$ cat src/rtl/iodelay_ctrl_manager.sv
// Reset/ready sequencer for a group of IDELAYCTRL primitives sharing one refclk.
// Pulses RST for a fixed hold time, waits (with timeout) for every enabled RDY,
// retries a bounded number of times, and re-sequences on RDY loss or recal_i.
module iodelay_ctrl_manager #(
  parameter int num_ctrl_p    = 1,
  parameter int sync_depth_p  = 4,
  parameter int hold_cycles_p = 15,
  parameter int rdy_sync_p    = 2,
  parameter int rdy_timeout_p = 1024,
  parameter int max_retries_p = 3
) (
  input  logic                                 clk_i,
  input  logic                                 reset_n_i,
  input  logic                                 recal_i,
  input  logic [num_ctrl_p-1:0]                ctrl_en_i,
  input  logic [num_ctrl_p-1:0]                rdy_i,
  output logic [num_ctrl_p-1:0]                idelayctrl_rst_o,
  output logic                                 ready_o,
  output logic                                 fail_o,
  output logic [1:0]                           state_o,
  output logic [$clog2(max_retries_p+2)-1:0]   retry_cnt_o
);

  localparam int hold_w_lp  = $clog2(hold_cycles_p + 1);
  localparam int timer_w_lp = $clog2(rdy_timeout_p);
  localparam int retry_w_lp = $clog2(max_retries_p + 2);

  localparam logic [hold_w_lp-1:0]  hold_init_lp = hold_w_lp'(hold_cycles_p);
  localparam logic [timer_w_lp-1:0] timer_max_lp = timer_w_lp'(rdy_timeout_p - 1);
  localparam logic [retry_w_lp-1:0] retry_max_lp = retry_w_lp'(max_retries_p);

  typedef enum logic [1:0] {
    ST_HOLD  = 2'd0,
    ST_WAIT  = 2'd1,
    ST_READY = 2'd2,
    ST_FAIL  = 2'd3
  } state_t;

  // Internal reset: asserted asynchronously, released after sync_depth_p clean edges.
  logic [sync_depth_p-1:0] rst_sync_q;
  logic                    int_rst_n;

  // Reset synchroniser shift chain (ones while reset_n_i is low, zeros shift in after).
  always_ff @(posedge clk_i or negedge reset_n_i) begin
    if (!reset_n_i) rst_sync_q <= '1;
    else            rst_sync_q <= {rst_sync_q[sync_depth_p-2:0], 1'b0};
  end

  assign int_rst_n = ~rst_sync_q[sync_depth_p-1];

  // RDY comes from the IDELAYCTRL without a relationship to clk_i; resample it.
  logic [rdy_sync_p-1:0][num_ctrl_p-1:0] rdy_pipe_q;
  logic [num_ctrl_p-1:0]                 rdy_s;
  logic                                  all_rdy;

  // RDY synchroniser pipeline, stage 0 samples the raw input.
  always_ff @(posedge clk_i or negedge int_rst_n) begin
    if (!int_rst_n) begin
      rdy_pipe_q <= '0;
    end else begin
      rdy_pipe_q[0] <= rdy_i;
      for (int i = 1; i < rdy_sync_p; i++) rdy_pipe_q[i] <= rdy_pipe_q[i-1];
    end
  end

  assign rdy_s   = rdy_pipe_q[rdy_sync_p-1];
  // Disabled channels count as ready so they never block the group.
  assign all_rdy = &(rdy_s | ~ctrl_en_i);

  state_t                  state_q, state_d;
  logic [hold_w_lp-1:0]    hold_cnt_q, hold_cnt_d;
  logic [timer_w_lp-1:0]   timer_q, timer_d;
  logic [retry_w_lp-1:0]   retry_q, retry_d;
  logic [num_ctrl_p-1:0]   rst_q, rst_d;
  logic                    ready_q, ready_d;
  logic                    fail_q, fail_d;

  // Next-state logic; recal_i overrides every other transition.
  always_comb begin
    state_d    = state_q;
    hold_cnt_d = hold_cnt_q;
    timer_d    = '0;
    retry_d    = retry_q;
    if (recal_i) begin
      state_d    = ST_HOLD;
      hold_cnt_d = hold_init_lp;
      retry_d    = '0;
    end else begin
      case (state_q)
        ST_HOLD: begin
          if (hold_cnt_q <= hold_w_lp'(1)) begin
            state_d    = ST_WAIT;
            hold_cnt_d = hold_init_lp;
          end else begin
            hold_cnt_d = hold_cnt_q - hold_w_lp'(1);
          end
        end
        ST_WAIT: begin
          if (all_rdy) begin
            state_d = ST_READY;
            retry_d = '0;
          end else if (timer_q == timer_max_lp) begin
            if (retry_q == retry_max_lp) begin
              state_d = ST_FAIL;
            end else begin
              state_d = ST_HOLD;
              retry_d = retry_q + retry_w_lp'(1);
            end
          end else begin
            timer_d = timer_q + timer_w_lp'(1);
          end
        end
        ST_READY: begin
          if (!all_rdy) state_d = ST_HOLD;
        end
        default: begin
          state_d = ST_FAIL;
        end
      endcase
    end
  end

  // Outputs are decoded from the next state so they register in step with state_q.
  always_comb begin
    rst_d   = ~ctrl_en_i;
    ready_d = 1'b0;
    fail_d  = 1'b0;
    case (state_d)
      ST_HOLD:  rst_d   = '1;
      ST_READY: ready_d = 1'b1;
      ST_FAIL: begin
        rst_d  = '1;
        fail_d = 1'b1;
      end
      default:  rst_d   = ~ctrl_en_i;
    endcase
  end

  // State, counters and registered outputs; internal reset forces HOLD immediately.
  always_ff @(posedge clk_i or negedge int_rst_n) begin
    if (!int_rst_n) begin
      state_q    <= ST_HOLD;
      hold_cnt_q <= hold_init_lp;
      timer_q    <= '0;
      retry_q    <= '0;
      rst_q      <= '1;
      ready_q    <= 1'b0;
      fail_q     <= 1'b0;
    end else begin
      state_q    <= state_d;
      hold_cnt_q <= hold_cnt_d;
      timer_q    <= timer_d;
      retry_q    <= retry_d;
      rst_q      <= rst_d;
      ready_q    <= ready_d;
      fail_q     <= fail_d;
    end
  end

  assign idelayctrl_rst_o = rst_q;
  assign ready_o          = ready_q;
  assign fail_o           = fail_q;
  assign state_o          = state_q;
  assign retry_cnt_o      = retry_q;

endmodule
$ cat config.mk
export PLATFORM = sky130hd
export DESIGN_NAME = iodelay_ctrl_manager
export DESIGN_NICKNAME = d
export VERILOG_FILES = /design/src/rtl/iodelay_ctrl_manager.sv
export SDC_FILE = /design/constraint.sdc
export NUM_CORES = 1
export LEC_CHECK = 0
export ABC_AREA = 1
export CAP_MARGIN = 20
export CORE_MARGIN = 1.5
export CORE_UTILIZATION = 58
export DETAILED_ROUTE_END_ITERATION = 16
export GPL_TIMING_DRIVEN = 0
export HOLD_SLACK_MARGIN = 0.06
export PLACE_DENSITY_LB_ADDON = 0.05
export SLEW_MARGIN = 20
export SYNTH_ARGS = -nofsm -noshare
export SYNTH_HDL_FRONTEND = slang
export SYNTH_SLANG_ARGS = --single-unit
export TNS_END_PERCENT = 100
$ cat constraint.sdc
create_clock -name clk_i -period 1.8 [get_ports clk_i]
set_clock_uncertainty 0.15 [all_clocks]
set_input_delay 0.27 -clock clk_i [delete_from_list [all_inputs] [get_ports clk_i]]
set_output_delay 0.27 -clock clk_i [all_outputs]
set_load 0.02 [all_outputs]
# ---- Yosys cells after proc, flatten, opt, wreduce, memory -nomap -nowiden
# Index checks and enable logic that the tools add are counted.
dict set report classes {
  addsub 3
  order_cmp 1
  eq_ne 7
  muxes 22
  bitwise 2
  n_reduce_logical 7
}
# cell n
set op_table {}
lappend op_table {{$mux W10} 4}
lappend op_table {{$mux W3} 5}
lappend op_table {{$mux W2} 6}
lappend op_table {{$mux W4} 3}
lappend op_table {{$add A10 B1 Y10 const B} 1}
lappend op_table {{$eq A10 B10 Y1 const B} 1}
lappend op_table {{$eq A2 B2 Y1 const B} 3}
lappend op_table {{$pmux W2 S3} 1}
lappend op_table {{$le A4 B1 Y1 const B} 1}
lappend op_table {{$logic_not A2 Y1} 2}
lappend op_table {{$reduce_bool A2 Y1} 2}
lappend op_table {{$sub A4 B1 Y4 const B} 1}
lappend op_table {{$add A3 B1 Y3 const B} 1}
lappend op_table {{$eq A3 B2 Y1 const B} 1}
lappend op_table {{$mux W1} 3}
lappend op_table {{$ne A3 B3 Y1 const B} 1}
lappend op_table {{$reduce_and A3 Y1} 1}
lappend op_table {{$reduce_bool A3 Y1} 1}
lappend op_table {{$eq A2 B1 Y1 const B} 1}
lappend op_table {{$reduce_or A2 Y1} 1}
lappend op_table {{$not A1 Y1} 1}
lappend op_table {{$or A1 B1 Y1} 1}
dict set report totals {
  register_bits 28
  wordCells 52
}

# ---- Depth between registers and ports, before layout
dict set report logic_depth {
  ltp_word 9
  mapped_depth 10
}

# ---- Worst setup path before layout
# OpenSTA, ideal clock, no wires.
dict set report synth_timing {
  kind {register to register}
  from {register hold_cnt_q[0]}
  to {register rst_q, in the netlist idelayctrl_rst_o}
  setup_ns 0.075
  arrival_time_ns 1.579
  required_time_ns 1.575
  slack_ns -0.004
  stages_incl_launch_ff 11
  n_path_buf 0
  period_less_slack_ns 1.804
  cell_sequence {dfstp_2 inv_1 ha_1 o21ai_0 o21ai_0 nand2_1 nand2_1 inv_1 ha_1 inv_1 nand2_1}
}
dict set report synth_via {
  elab_chain_len 7
  word_cells_on_any_way 8
  classes_between {1 x order compare; 1 x eq/ne; 4 x mux; 2 x reduce/logical}
}
# element line
set synth_rtl {}
lappend synth_rtl {{from (decl)} 71} ;# logic [hold_w_lp-1:0] hold_cnt_q, hold_cnt_d;
lappend synth_rtl {{from (signal assigned)} 143} ;# hold_cnt_q <= hold_init_lp;
lappend synth_rtl {{from (signal assigned)} 151} ;# hold_cnt_q <= hold_cnt_d;
lappend synth_rtl {{$le A4 B1 Y1 *} 91} ;# if (hold_cnt_q <= hold_w_lp'(1)) begin
lappend synth_rtl {{$mux W2 *} 91}
lappend synth_rtl {{$pmux W2 S3 *} 89} ;# case (state_q)
lappend synth_rtl {{$mux W2 *} 84} ;# if (recal_i) begin
lappend synth_rtl {{named net state_d[0]} 70} ;# state_t state_q, state_d;
lappend synth_rtl {{$eq A2 B2 Y1 or $logic_not A2 Y1 (tied branches)} 128} ;# case (state_d)
lappend synth_rtl {{$reduce_or A2 Y1 (no source line) *} -}
lappend synth_rtl {{$mux W1 *} -}
lappend synth_rtl {{named net rst_d} 74} ;# logic [num_ctrl_p-1:0] rst_q, rst_d;
lappend synth_rtl {{to (signal assigned)} 154} ;# rst_q <= rst_d;
lappend synth_rtl {{to (decl)} 74}
# Mark *: on every way through the listed nets, which the timed path passes. The rest lies on a longest branch.
# A chain may end at the register's enable or synchronous reset.

# ---- Worst setup path in the final report
# Same ends and word-level chain as after synthesis.

==> impl_metrics.json <==
{
  "fin_crit_sh": 0.991,
  "clkPwrFrac": 0.264,
  "synth_cells": 160,
  "slowest_delay_ns": 0.60,
  "crit_type": "reg2reg",
  "drtAntennaViolNets": 0,
  "cts_sinks": 28,
  "grt-ovfl-total": 0,
  "ys_seq_elements": 28,
  "cts-root-buf": "clkbuf_4",
  "slew_headroom": 0.389,
  "rsz0062_at_grt": "true",
  "cp_max_fo": 4,
  "h-tree-depth": 1,
  "power.total_mw": 1.01,
  "drc": 0,
  "critPathCaptureType": "register",
  "p_int_mw": 0.771,
  "num_antenna_cells": 0,
  "arrival_ns": 1.90,
  "drive_above_1_share": 0.341,
  "pwr-share-seq": 0.655,
  "grt_antenna_before_repair": 0,
  "cap_violations": 0,
  "cts_tree": "built",
  "drt-initial-drc-count": 15,
  "crit_required_ns": 1.92,
  "netlist_area_um2": 1460,
  "core-area_um2": 2300,
  "worstPathCellList": "inv_2, ha_4, o21ai_4, o21ai_2, nand2_1, nand2_2, inv_2, ha_4, inv_2, nand2_1",
  "path_common_cell": "inv_2",
  "synth_top_area_frac": 0.326,
  "first_pass_iters": 4,
  "post_synth_num_cell_types": 27,
  "critPathLaunchType": "register",
  "p_sw_mw": 0.238,
  "crit_slowest_cell": "dfstp_2",
  "cp.buffers_inverters": 3,
  "layout_common_cells": "nand2_1 (31), nor2_1 (19), dfrtp_1 (19)",
  "gp_congestion": 0.781,
  "start_util": 0.635,
  "finalNetCount": 195,
  "cts_buffers": 3,
  "status": "completed",
  "worst_ir_drop_vdd_uv": 613,
  "die_area_um2": 2830,
  "cts.path.max_buffers": 2,
  "postSynthAreaPerCell_um2": 9.12,
  "chipWidth_um": 53.2,
  "fp-row-count": 17,
  "setup_tns_ns": 0,
  "yosys_warnings": 0,
  "wire_per_inst_um": 12.4,
  "setup_viol": 0,
  "hold_viol_final": 0,
  "place_hpwl_mm": 1.77,
  "crit_family": "flip-flops",
  "fp.dieH_um": 53.2,
  "mostFrequentLayoutCell": "nand2_1",
  "worst_pin_slew_ns": 0.915,
  "p_comb_frac": 0.081,
  "wirelength_mm": 2.60,
  "areaGrowthSynthToFinish_pct": 20.9,
  "num_vias": 1066,
  "maxSlewViolCount": 0,
  "power.density_nw_per_um2": 572,
  "grt_pass1_wl_mm": 3.99,
  "clock_latency_ns": 0.33,
  "ios": 13,
  "synth_area_leader_cell": "dfrtp_1",
  "track_usage": 0.197,
  "first_global_vias": 967,
  "fmax_mhz": 561,
  "grt_max_degree": 25,
  "via_per_inst": 5.08,
  "swShare": 0.236,
  "port-buffer-count": 12,
  "yosys-top-cells-area": "dfrtp_1 (33%), dfstp_2 (16%), nand2_1 (8.2%)",
  "period_minus_slack_ns": 1.78,
  "syn_nets": 172,
  "ys_seq_area_frac": 0.488,
  "worstHoldPathType": "in2async",
  "leakage_nw": 0.863,
  "clk_pin_slew_ns": 0.14
}
[state kept, by name, summed over array words and instances (netlist names)]
register and count:
fail_o 1, hold_cnt_q 4, idelayctrl_rst_o 1, rdy_pipe_q 1
rdy_s 1, ready_o 1, retry_cnt_o 3, rst_sync_q 4
state_o 2, timer_q 10
[area by class of cell]
type	instances	area, um^2
Inverter	24	92.6
Fill cell	164	533
Multi-Input combinational cell	108	736
Timing Repair Buffer	18	163
Tap cell	28	35.0
Sequential cell	28	712
Clock buffer	4	26.3
[metrics by stage]
step                      hold WS [ns]  instances   util  setup slack, ns  area [um^2]
final                            0.162        210  0.768           0.0167         1760
after global routing             0.178        210  0.768          -0.0600         1760
after global placement           0.190        200  0.703           -0.202         1610
after floorplan                -0.0278        160      -           0.0562         1460
after CTS                        0.169        204  0.717          -0.0275         1650
after detailed placement         0.192        200  0.703           -0.267         1610
[cell usage after synthesis]
master	number
inv_4	1
inv_2	5
ha_1	7
nand4_1	2
nor2_8	2
nor2_1	19
nand3_4	2
nand2_4	3
a21oi_1	4
or2_1	1
nand2_2	8
nor2_2	5
a21boi_0	1
nor3b_1	1
nand2_1	32
o22ai_1	1
xnor2_1	1
o21bai_1	1
dfstp_2	9
conb_1	1
nor2_4	3
dfrtp_1	19
inv_1	18
or2_0	1
nand3_1	9
nor3_1	2
o21ai_0	2
[repair_timing]
action,4_1_cts,5_1_grt
resized for setup,9,17
pin swaps,1,10
setup endpoints to repair,5,2
hold buffers,0,0
buffers inserted,0,6
gates cloned,0,0
[logic make-up (layout without fill, tap and decap cells)]
group                    count (synthesis)  in the layout  synth area share
other                                    1              1           0.00257
XOR/XNOR                                 1              1           0.00600
adder cells (fa/ha/maj)                  7              7            0.0600
AO/OA/AOI/OAI                            9              9            0.0352
buffers and inverters                   24             46            0.0635
AND/OR/NAND/NOR                         90             90             0.345
flip-flops                              28             28             0.488
[power groups by stage]
stage / clock [mW] / combinational, mW / sequential [mW]
after detailed placement: 0 / 0.0696 / 0.672
after global placement: 0 / 0.0658 / 0.671
after floorplan: 0 / 0.0414 / 0.672
after global routing: 0.301 / 0.0907 / 0.663
after CTS: 0.272 / 0.0705 / 0.661
final: 0.266 / 0.0814 / 0.661
[metal layers]
| layer | track usage | up-vias | routed length, um |
|---|---|---|---|
| li1 | - | 540 | - |
| met2 | 0.340 | 10 | 1350 |
| met5 | 0 | - | 0 |
| met3 | 0.0339 | 4 | 56 |
| met4 | 0.0897 | 0 | 49 |
| met1 | 0.238 | 512 | 1150 |
[path summary, 6_finish.rpt]
kind	start	end	slack (ns)	cells past startpoint
max	hold_cnt_q[0]	idelayctrl_rst_o	0.02	10
min	reset_n_i	rst_sync_q[0]	0.16	1
max reg2reg	hold_cnt_q[0]	idelayctrl_rst_o	0.02	10
min reg2reg	rst_sync_q[2]	rst_sync_q[3]	0.22	0
max in group asynchronous	rst_sync_q[3]	timer_q[2]	0.63	1
min in group clk_i	rst_sync_q[2]	rst_sync_q[3]	0.22	0
[worst register-to-register path, cell delays in order, from the launching register on]
cell,delay (ns)
dfstp_2,0.60
inv_2,0.06
ha_4,0.16
o21ai_4,0.19
o21ai_2,0.08
nand2_1,0.07
nand2_2,0.08
inv_2,0.07
ha_4,0.19
inv_2,0.04
nand2_1,0.04
Power figures use the tool's default switching activity.
